--- src/rtl/pwr_rail_seq_if.sv ---
// Power rail sequencer bus.
// Groups the request/fault-clear controls, the rail power-good inputs and the
// sequencer status outputs so the sequencer and its controller share one port.
//   master : controller side (drives PWR_REQ, FAULT_CLR, RAIL_PG)
//   slave  : sequencer side (drives RAIL_EN and the SEQ_*/FAULT_RAIL status)
interface pwr_rail_seq_if #(
  parameter int unsigned NUM_RAILS = 4,
  parameter int unsigned IDX_W     = $clog2(NUM_RAILS)
);
  logic                 PWR_REQ;
  logic                 FAULT_CLR;
  logic [NUM_RAILS-1:0] RAIL_PG;
  logic [NUM_RAILS-1:0] RAIL_EN;
  logic                 SEQ_PWROK;
  logic                 SEQ_FAULT;
  logic [IDX_W-1:0]     FAULT_RAIL;
  logic                 SEQ_BUSY;
  logic [2:0]           SEQ_STATE;

  modport master (
    output PWR_REQ, FAULT_CLR, RAIL_PG,
    input  RAIL_EN, SEQ_PWROK, SEQ_FAULT, FAULT_RAIL, SEQ_BUSY, SEQ_STATE
  );

  modport slave (
    input  PWR_REQ, FAULT_CLR, RAIL_PG,
    output RAIL_EN, SEQ_PWROK, SEQ_FAULT, FAULT_RAIL, SEQ_BUSY, SEQ_STATE
  );
endinterface

--- src/rtl/pwr_rail_seq.sv ---
// N-rail power sequencer.
// Enables rails in ascending index order, each waiting for its power-good and
// then a settle delay; disables in descending order. A power-good timeout or
// loss while powering up / on latches a fault with the offending rail index.
// Ports:
//   CLK_33K_SUSCLK_PLD_R2 : only clock
//   RST_RSMRST            : synchronous active-high reset
//   bus (slave)           : PWR_REQ, FAULT_CLR, RAIL_PG in;
//                           RAIL_EN, SEQ_PWROK, SEQ_FAULT, FAULT_RAIL, SEQ_BUSY, SEQ_STATE out
module pwr_rail_seq #(
  parameter int unsigned NUM_RAILS  = 4,
  parameter int unsigned PG_TIMEOUT = 33,
  parameter int unsigned STEP_DLY   = 3,
  parameter int unsigned IDX_W      = $clog2(NUM_RAILS)
) (
  input logic           CLK_33K_SUSCLK_PLD_R2,
  input logic           RST_RSMRST,
  pwr_rail_seq_if.slave bus
);

  localparam int unsigned CNT_MAX_VAL = (PG_TIMEOUT > STEP_DLY) ? PG_TIMEOUT : STEP_DLY;
  localparam int unsigned CNT_W_RAW   = $clog2(CNT_MAX_VAL + 1);
  localparam int unsigned CNT_W       = (CNT_W_RAW < 1) ? 1 : CNT_W_RAW;

  localparam logic [CNT_W-1:0] CNT_SAT  = CNT_W'(CNT_MAX_VAL);
  localparam logic [IDX_W-1:0] IDX_LAST = IDX_W'(NUM_RAILS - 1);

  typedef enum logic [2:0] {
    StIdle  = 3'd0,
    StPwrUp = 3'd1,
    StOn    = 3'd2,
    StPwrDn = 3'd3,
    StFault = 3'd4
  } state_e;

  state_e               state_q, state_d;
  logic [IDX_W-1:0]     idx_q, idx_d;
  logic [CNT_W-1:0]     cnt_q, cnt_d, cnt_inc;
  // 0: waiting on pg[idx], 1: settling after pg edge / timeout
  logic                 phase_q, phase_d;
  logic                 fault_q, fault_d;
  logic [IDX_W-1:0]     fault_rail_q, fault_rail_d;
  logic [NUM_RAILS-1:0] rail_en_q, rail_en_d;
  logic                 pwrok_q, pwrok_d;
  logic                 busy_q, busy_d;

  logic [NUM_RAILS-1:0] pg_meta_q, pg_q;
  logic                 pg_cur, pg_timeout, step_done;
  logic                 any_bad, below_bad;
  logic [IDX_W-1:0]     any_idx, below_idx;

  // Two-flop synchroniser for the asynchronous power-goods.
  always_ff @(posedge CLK_33K_SUSCLK_PLD_R2) begin
    if (RST_RSMRST) begin
      pg_meta_q <= '0;
      pg_q      <= '0;
    end else begin
      pg_meta_q <= bus.RAIL_PG;
      pg_q      <= pg_meta_q;
    end
  end

  assign pg_cur     = pg_q[idx_q];
  assign cnt_inc    = (cnt_q == CNT_SAT) ? cnt_q : cnt_q + CNT_W'(1);
  // Decide on the cycle whose increment would reach the limit.
  assign pg_timeout = (32'(cnt_q) + 32'd1) >= PG_TIMEOUT;
  assign step_done  = (32'(cnt_q) + 32'd1) >= STEP_DLY;

  // Lowest-index missing power-good, overall and strictly below idx.
  always_comb begin
    any_bad   = 1'b0;
    any_idx   = '0;
    below_bad = 1'b0;
    below_idx = '0;
    for (int j = int'(NUM_RAILS) - 1; j >= 0; j--) begin
      if (!pg_q[j]) begin
        any_bad = 1'b1;
        any_idx = IDX_W'(j);
        if (j < int'(idx_q)) begin
          below_bad = 1'b1;
          below_idx = IDX_W'(j);
        end
      end
    end
  end

  always_comb begin
    state_d      = state_q;
    idx_d        = idx_q;
    cnt_d        = '0;
    phase_d      = phase_q;
    fault_d      = fault_q;
    fault_rail_d = fault_rail_q;

    unique case (state_q)
      StIdle: begin
        phase_d = 1'b0;
        if (bus.PWR_REQ && !fault_q) begin
          state_d = StPwrUp;
          idx_d   = '0;
        end
      end

      StPwrUp: begin
        if (below_bad) begin
          state_d      = StFault;
          fault_d      = 1'b1;
          fault_rail_d = below_idx;
        end else if (!pg_cur && (phase_q || pg_timeout)) begin
          // pg lost while settling, or never arrived
          state_d      = StFault;
          fault_d      = 1'b1;
          fault_rail_d = idx_q;
        end else if (!bus.PWR_REQ) begin
          state_d = StPwrDn;
          phase_d = 1'b0;
        end else if (!phase_q) begin
          if (pg_cur) phase_d = 1'b1;
          else        cnt_d   = cnt_inc;
        end else if (step_done) begin
          phase_d = 1'b0;
          if (idx_q == IDX_LAST) state_d = StOn;
          else                   idx_d   = idx_q + IDX_W'(1);
        end else begin
          cnt_d = cnt_inc;
        end
      end

      StOn: begin
        if (any_bad) begin
          state_d      = StFault;
          fault_d      = 1'b1;
          fault_rail_d = any_idx;
        end else if (!bus.PWR_REQ) begin
          state_d = StPwrDn;
          idx_d   = IDX_LAST;
          phase_d = 1'b0;
        end
      end

      StPwrDn: begin
        // Losing pg here is the goal; a timeout just moves on without faulting.
        if (!phase_q) begin
          if (!pg_cur || pg_timeout) phase_d = 1'b1;
          else                       cnt_d   = cnt_inc;
        end else if (step_done) begin
          phase_d = 1'b0;
          if (idx_q == '0) state_d = StIdle;
          else             idx_d   = idx_q - IDX_W'(1);
        end else begin
          cnt_d = cnt_inc;
        end
      end

      StFault: begin
        if (bus.FAULT_CLR && !bus.PWR_REQ) begin
          state_d      = StIdle;
          fault_d      = 1'b0;
          fault_rail_d = '0;
        end
      end

      default: begin
        state_d = StIdle;
        idx_d   = '0;
        phase_d = 1'b0;
      end
    endcase

    if (state_d == StFault || state_d == StIdle) begin
      idx_d   = '0;
      phase_d = 1'b0;
    end
  end

  // Outputs are registered from the next state so they change with it.
  always_comb begin
    rail_en_d = '0;
    for (int j = 0; j < int'(NUM_RAILS); j++) begin
      case (state_d)
        StPwrUp: rail_en_d[j] = (j <= int'(idx_d));
        StOn:    rail_en_d[j] = 1'b1;
        StPwrDn: rail_en_d[j] = (j < int'(idx_d));
        default: rail_en_d[j] = 1'b0;
      endcase
    end
    pwrok_d = (state_d == StOn);
    busy_d  = (state_d == StPwrUp) || (state_d == StPwrDn);
  end

  always_ff @(posedge CLK_33K_SUSCLK_PLD_R2) begin
    if (RST_RSMRST) begin
      state_q      <= StIdle;
      idx_q        <= '0;
      cnt_q        <= '0;
      phase_q      <= 1'b0;
      fault_q      <= 1'b0;
      fault_rail_q <= '0;
      rail_en_q    <= '0;
      pwrok_q      <= 1'b0;
      busy_q       <= 1'b0;
    end else begin
      state_q      <= state_d;
      idx_q        <= idx_d;
      cnt_q        <= cnt_d;
      phase_q      <= phase_d;
      fault_q      <= fault_d;
      fault_rail_q <= fault_rail_d;
      rail_en_q    <= rail_en_d;
      pwrok_q      <= pwrok_d;
      busy_q       <= busy_d;
    end
  end

  assign bus.RAIL_EN    = rail_en_q;
  assign bus.SEQ_PWROK  = pwrok_q;
  assign bus.SEQ_FAULT  = fault_q;
  assign bus.FAULT_RAIL = fault_rail_q;
  assign bus.SEQ_BUSY   = busy_q;
  assign bus.SEQ_STATE  = state_q;

endmodule
--- src/flat_wrapper.sv ---
// flat-port wrapper written by rule: the top's interface ports become plain ports
module pwr_rail_seq_flat 
#(
  parameter int unsigned NUM_RAILS  = 4,
  parameter int unsigned PG_TIMEOUT = 33,
  parameter int unsigned STEP_DLY   = 3,
  parameter int unsigned IDX_W      = $clog2(NUM_RAILS)
)
  (CLK_33K_SUSCLK_PLD_R2, RST_RSMRST, bus_PWR_REQ, bus_FAULT_CLR, bus_RAIL_PG, bus_RAIL_EN, bus_SEQ_PWROK, bus_SEQ_FAULT, bus_FAULT_RAIL, bus_SEQ_BUSY, bus_SEQ_STATE);
  pwr_rail_seq_if #(.NUM_RAILS(NUM_RAILS), .IDX_W(IDX_W)) bus_i ();
  input logic CLK_33K_SUSCLK_PLD_R2;
  input logic RST_RSMRST;
  input wire logic [$bits(bus_i.PWR_REQ)-1:0] bus_PWR_REQ;
  input wire logic [$bits(bus_i.FAULT_CLR)-1:0] bus_FAULT_CLR;
  input wire logic [$bits(bus_i.RAIL_PG)-1:0] bus_RAIL_PG;
  output wire logic [$bits(bus_i.RAIL_EN)-1:0] bus_RAIL_EN;
  output wire logic [$bits(bus_i.SEQ_PWROK)-1:0] bus_SEQ_PWROK;
  output wire logic [$bits(bus_i.SEQ_FAULT)-1:0] bus_SEQ_FAULT;
  output wire logic [$bits(bus_i.FAULT_RAIL)-1:0] bus_FAULT_RAIL;
  output wire logic [$bits(bus_i.SEQ_BUSY)-1:0] bus_SEQ_BUSY;
  output wire logic [$bits(bus_i.SEQ_STATE)-1:0] bus_SEQ_STATE;
  assign bus_i.PWR_REQ = bus_PWR_REQ;
  assign bus_i.FAULT_CLR = bus_FAULT_CLR;
  assign bus_i.RAIL_PG = bus_RAIL_PG;
  assign bus_RAIL_EN = bus_i.RAIL_EN;
  assign bus_SEQ_PWROK = bus_i.SEQ_PWROK;
  assign bus_SEQ_FAULT = bus_i.SEQ_FAULT;
  assign bus_FAULT_RAIL = bus_i.FAULT_RAIL;
  assign bus_SEQ_BUSY = bus_i.SEQ_BUSY;
  assign bus_SEQ_STATE = bus_i.SEQ_STATE;
  pwr_rail_seq #(.NUM_RAILS(NUM_RAILS), .PG_TIMEOUT(PG_TIMEOUT), .STEP_DLY(STEP_DLY), .IDX_W(IDX_W)) u_core (.CLK_33K_SUSCLK_PLD_R2(CLK_33K_SUSCLK_PLD_R2), .RST_RSMRST(RST_RSMRST), .bus(bus_i));
endmodule
--- config.mk ---
export PLATFORM = sky130hd
export DESIGN_NAME = pwr_rail_seq_flat
export DESIGN_NICKNAME = d
export VERILOG_FILES = /design/src/rtl/pwr_rail_seq_if.sv /design/src/rtl/pwr_rail_seq.sv /design/src/flat_wrapper.sv
export SDC_FILE = /design/constraint.sdc
export NUM_CORES = 1
export LEC_CHECK = 0
export ABC_AREA = 1
export BUFFER_PORTS_ARGS = -buffer_cell sky130_fd_sc_hd__buf_2
export CORE_AREA = 4 4 58 60
export CTS_CLUSTER_DIAMETER = 40
export DETAILED_ROUTE_END_ITERATION = 10
export DIE_AREA = 0 0 62 64
export PLACE_DENSITY = 0.81
export SKIP_CTS_REPAIR_TIMING = 1
export SLEW_MARGIN = 20
export SYNTH_ARGS = -nofsm -noshare
export SYNTH_HDL_FRONTEND = slang
export SYNTH_SLANG_ARGS = --single-unit
--- constraint.sdc ---
create_clock -name CLK_33K_SUSCLK_PLD_R2 -period 3.31 [get_ports CLK_33K_SUSCLK_PLD_R2]
set_clock_uncertainty 0.15 [all_clocks]
set_input_delay 0.1655 -clock CLK_33K_SUSCLK_PLD_R2 [delete_from_list [all_inputs] [get_ports CLK_33K_SUSCLK_PLD_R2]]
set_output_delay 0.1655 -clock CLK_33K_SUSCLK_PLD_R2 [all_outputs]
set_load 0.01 [all_outputs]
==> metrics.txt <==
# TYPE chip_impl_metric gauge
chip_impl_metric{name="place_congestion",unit=""} 0.904
chip_impl_metric{name="detailroute.via_count",unit=""} 1633
chip_impl_info{name="cts_tree",value="built"} 1
chip_impl_metric{name="layoutNonFillerInstCount",unit=""} 312
chip_impl_metric{name="worst-endpoint-required",unit="ns"} 3.38
chip_impl_metric{name="setup_viol",unit=""} 0
chip_impl_metric{name="cpPeakStageDelay",unit="ns"} 0.45
chip_impl_metric{name="grt_first_pass_wirelength",unit="µm"} 6220
chip_impl_metric{name="power_frac_comb",unit="%"} 33.1
chip_impl_metric{name="pwr-share-seq",unit="%"} 38.8
chip_impl_metric{name="port_buffers",unit=""} 19
chip_impl_metric{name="sw_frac_of_total",unit="%"} 35.8
chip_impl_info{name="regToRegStartpoint",value="u_core.cnt_q[0]"} 1
chip_impl_metric{name="numClockSinks",unit=""} 29
chip_impl_metric{name="p_leak",unit="µW"} 0.000989
chip_impl_metric{name="finish.net_count",unit=""} 291
chip_impl_info{name="commonest_non_fill_non_tap_cells_in_the_layout",value="43 x sky130_fd_sc_hd__inv_1, 43 x sky130_fd_sc_hd__nor2_1, 42 x sky130_fd_sc_hd__nand2_1"} 1
chip_impl_metric{name="timing_worst_slew_pin_value",unit="ns"} 0.530
chip_impl_metric{name="clk-insertion-delay-late",unit="ns"} 0.33
chip_impl_metric{name="dp_hpwl",unit="µm"} 2700
chip_impl_metric{name="internal_portion_of_total_power",unit="µW"} 707
chip_impl_metric{name="max-vdd-ir-drop",unit="µV"} 555
chip_impl_metric{name="worst-path-max-fanout",unit=""} 8
chip_impl_metric{name="hold_viol",unit=""} 0
chip_impl_metric{name="avgSynthCellArea",unit="µm²"} 6.77
chip_impl_info{name="worst_path_most_repeated_cell",value="sky130_fd_sc_hd__nor2_1"} 1
chip_impl_metric{name="syn_nets",unit=""} 263
chip_impl_info{name="main_combinational_cell_family_by_area_after_synthesis",value="simple AND/OR/NAND/NOR gates"} 1
chip_impl_metric{name="finalCritPeriodShare",unit="%"} 71.4
chip_impl_metric{name="worst-r2r-setup-slack",unit="ns"} 0.95
chip_impl_metric{name="synth_seq_cells",unit=""} 29
chip_impl_info{name="synth.largest_area_cell",value="sky130_fd_sc_hd__dfxtp_1"} 1
chip_impl_metric{name="drv_slew",unit=""} 0
chip_impl_info{name="critical_path.slowest_cell",value="sky130_fd_sc_hd__dfxtp_1"} 1
chip_impl_info{name="critical_path.cell_chain",value="ha_1, nand3_1, o21bai_1, nor2_1, nand3_2, nand2_2, o21ai_2, nand2_1, nor2_4, inv_2, nand3_1, nand2_1, nor2_1, nor2_1"} 1
chip_impl_info{name="endpoint_kind",value="register"} 1
chip_impl_metric{name="synth_warnings",unit=""} 0
chip_impl_info{name="reg2reg_to",value="u_core.bus.RAIL_EN[2]"} 1
chip_impl_metric{name="yosysUniqueCellTypes",unit=""} 39
chip_impl_metric{name="grt_start_max_net_pins",unit=""} 20
chip_impl_metric{name="synth_xor_area_share",unit="%"} 1.03
chip_impl_metric{name="chipWidth",unit="µm"} 62
chip_impl_metric{name="synthesis.instances",unit=""} 250
chip_impl_metric{name="hold-path-cell-count",unit=""} 4
chip_impl_metric{name="cts.path.max_buffers",unit=""} 2
chip_impl_metric{name="yosys.area.top_type_share",unit="%"} 34.3
chip_impl_metric{name="cts.reportedPaths.clkPinSlew",unit="ns"} 0.10
chip_impl_metric{name="placedInstanceArea",unit="µm²"} 1820
chip_impl_metric{name="die_y_extent",unit="µm"} 64
chip_impl_info{name="hold-path-endpoint",value="u_core.bus.SEQ_STATE[2]"} 1
chip_impl_metric{name="grt_pass1_vias",unit=""} 1512
chip_impl_metric{name="synth_mux_area_share",unit="%"} 0
chip_impl_metric{name="final_antenna_net_count",unit=""} 0
chip_impl_metric{name="place_inst",unit=""} 300
chip_impl_metric{name="netSwitchingPower",unit="µW"} 394
chip_impl_metric{name="floorplan.rows",unit=""} 20
chip_impl_metric{name="drt_drc_violations_left",unit=""} 0
chip_impl_metric{name="max_clock_freq",unit="MHz"} 423
chip_impl_metric{name="synth_simple_gate_area_share",unit="%"} 35.4
chip_impl_info{name="min_from",value="bus_FAULT_CLR"} 1
chip_impl_info{name="run_status",value="completed"} 1
chip_impl_metric{name="cts_made_buffers",unit=""} 5
chip_impl_metric{name="synthesis.area",unit="µm²"} 1690
chip_impl_metric{name="die_outline_area",unit="µm²"} 3970
chip_impl_metric{name="firstDrtPassIters",unit=""} 4
chip_impl_metric{name="fp.coreArea",unit="µm²"} 2930
chip_impl_metric{name="synth_compound_area_share",unit="%"} 14.7
chip_impl_metric{name="synth_sequential_area_ratio",unit="%"} 34.3
chip_impl_metric{name="global_route_usage_over_all_layers",unit="%"} 20.5
chip_impl_info{name="grt_setup_unrepaired",value="no"} 1
chip_impl_metric{name="route.detailed.vias_per_inst",unit=""} 5.23
chip_impl_metric{name="worst-r2r-cell-count",unit=""} 14
chip_impl_metric{name="grt-ovfl-total",unit=""} 0
chip_impl_info{name="hold_path_class",value="primary input to register"} 1
chip_impl_metric{name="max_cap_viol_count",unit=""} 0
chip_impl_metric{name="setup-tns-final",unit="ns"} 0
chip_impl_metric{name="design.portCount",unit=""} 20
chip_impl_metric{name="areaGrowthSynthToFinish",unit="%"} 15.2
chip_impl_metric{name="layout-drive-gt1-share",unit="%"} 19.0
chip_impl_metric{name="stdcell_area",unit="µm²"} 1950
chip_impl_info{name="most_area_consuming_cells_after_synthesis",value="sky130_fd_sc_hd__dfxtp_1 34%, sky130_fd_sc_hd__inv_1 9.5%, sky130_fd_sc_hd__nor2_1 9.5%"} 1
chip_impl_metric{name="timing.critical_path.arrival",unit="ns"} 2.43
chip_impl_metric{name="htreeDepth",unit=""} 2
chip_impl_info{name="startpoint_type",value="register"} 1
chip_impl_info{name="cts_root_buf",value="sky130_fd_sc_hd__clkbuf_4"} 1
chip_impl_metric{name="antenna_found_initial",unit=""} 0
chip_impl_metric{name="power.share.clock",unit="%"} 28.1
chip_impl_metric{name="timing.max_slew.rel_slack",unit="%"} 64.6
chip_impl_metric{name="period_minus_ws_final",unit="ns"} 2.36
chip_impl_metric{name="detailedRoute.firstIterationViolations",unit=""} 59
chip_impl_metric{name="power.density_cell_area",unit="nW/µm²"} 564
chip_impl_metric{name="post_synth_fa_ha_maj_area_fraction",unit="%"} 3.70
chip_impl_info{name="worstSetupPathType",value="register to register"} 1
chip_impl_metric{name="routed_wirelength",unit="µm"} 3550
chip_impl_metric{name="effective_utilization_at_floorplan",unit="%"} 57.8
chip_impl_metric{name="antenna-diode-count",unit=""} 0
chip_impl_metric{name="wire_per_inst",unit="µm"} 11.4
worst max-delay path, delay by kind of cell, from the launching register on:
| family | cells | cell delay, ns |
|---|---|---|
| adder cells (fa/ha/maj) | 1 | 0.22 |
| AO/OA/AOI/OAI | 2 | 0.30 |
| AND/OR/NAND/NOR | 10 | 1.07 |
| flip-flops | 1 | 0.45 |
| buffers and inverters | 1 | 0.08 |
how the worst max path moves through the flow:
| stage | start | end | slack [ns] | cells after the start |
|---|---|---|---|---|
| after CTS | u_core.cnt_q[0] | u_core.bus.RAIL_EN[2] | 0.94 | 14 |
| after floorplan | u_core.cnt_q[0] | u_core.bus.RAIL_EN[1] | 1.24 | 16 |
| after detailed placement | u_core.cnt_q[0] | u_core.bus.RAIL_EN[2] | 0.96 | 14 |
| after global placement | u_core.cnt_q[0] | u_core.bus.RAIL_EN[2] | 1.03 | 14 |
| after global routing | u_core.cnt_q[0] | u_core.bus.RAIL_EN[1] | 0.68 | 16 |
| final | u_core.cnt_q[0] | u_core.bus.RAIL_EN[2] | 0.95 | 14 |
synth_stat cells, drive strengths merged:
cell / count
nor2: 50
ha: 5
dfxtp: 29
o22ai: 1
xor2: 2
inv: 47
o21bai: 1
a32oi: 1
nor4: 1
o31ai: 2
nor3: 3
nand2: 49
nand3: 16
and3: 1
o211a: 1
clkbuf: 2
a21oi: 11
o21ai: 15
a211o: 1
a211oi: 1
a21boi: 1
nor3b: 1
nand4: 4
or2: 2
a221oi: 1
o211ai: 1
a31oi: 1
power by group through the flow:
stage	logic, µW	clock network [µW]	registers (µW)
5_1_grt	414	329	434
3_3_place_gp	350	0	433
3_5_place_dp	356	0	435
2_1_floorplan	242	0	453
6_report	364	309	427
4_1_cts	360	313	428
stage by stage:
step | power, µW | hold WS (ns) | setup WS (ns) | util (%)
5_1_grt | 1180 | 0.0350 | 0.681 | 66.6
6_report | 1100 | 0.0140 | 0.947 | 66.6
3_5_place_dp | 791 | 0.226 | 0.963 | 62.2
3_3_place_gp | 784 | 0.217 | 1.03 | 62.2
2_1_floorplan | 695 | 0.122 | 1.24 | -
4_1_cts | 1100 | -0.114 | 0.940 | 65.3
per-layer routing:
metal	GRT usage, %	part of all wire [%]
met2	32.1	47
met4	8.49	1.7
met1	25.5	46
met5	0	0
met3	5.86	5.4
sequential cells by signal, summed over array words and instances (netlist names):
name,count
u_core.idx_q,2
u_core.bus.FAULT_RAIL,2
u_core.bus.SEQ_BUSY,1
u_core.bus.RAIL_EN,4
u_core.cnt_q,6
u_core.phase_q,1
u_core.bus.SEQ_PWROK,1
u_core.bus.SEQ_FAULT,1
u_core.pg_q,4
u_core.bus.SEQ_STATE,3
u_core.pg_meta_q,4
cell families (layout without fill, tap and decap cells):
logic type / after synthesis / count (layout)
adders and majority gates: 5 / 5
AOI/OAI and AO/OA: 38 / 38
DFF: 29 / 29
buffers and inverters: 49 / 78
xor gates and xnor gates: 2 / 2
and+or+nand+nor: 127 / 127
final cells by class:
class	count	area, µm²
tap	33	41.3
clock inverter	2	37.5
inverter	47	176
clock buffer	6	51.3
sequential	29	581
fill	243	977
timing repair buffer	23	135
multi-input combinational	172	928
Note: power is estimated with default switching activity, not from simulation.
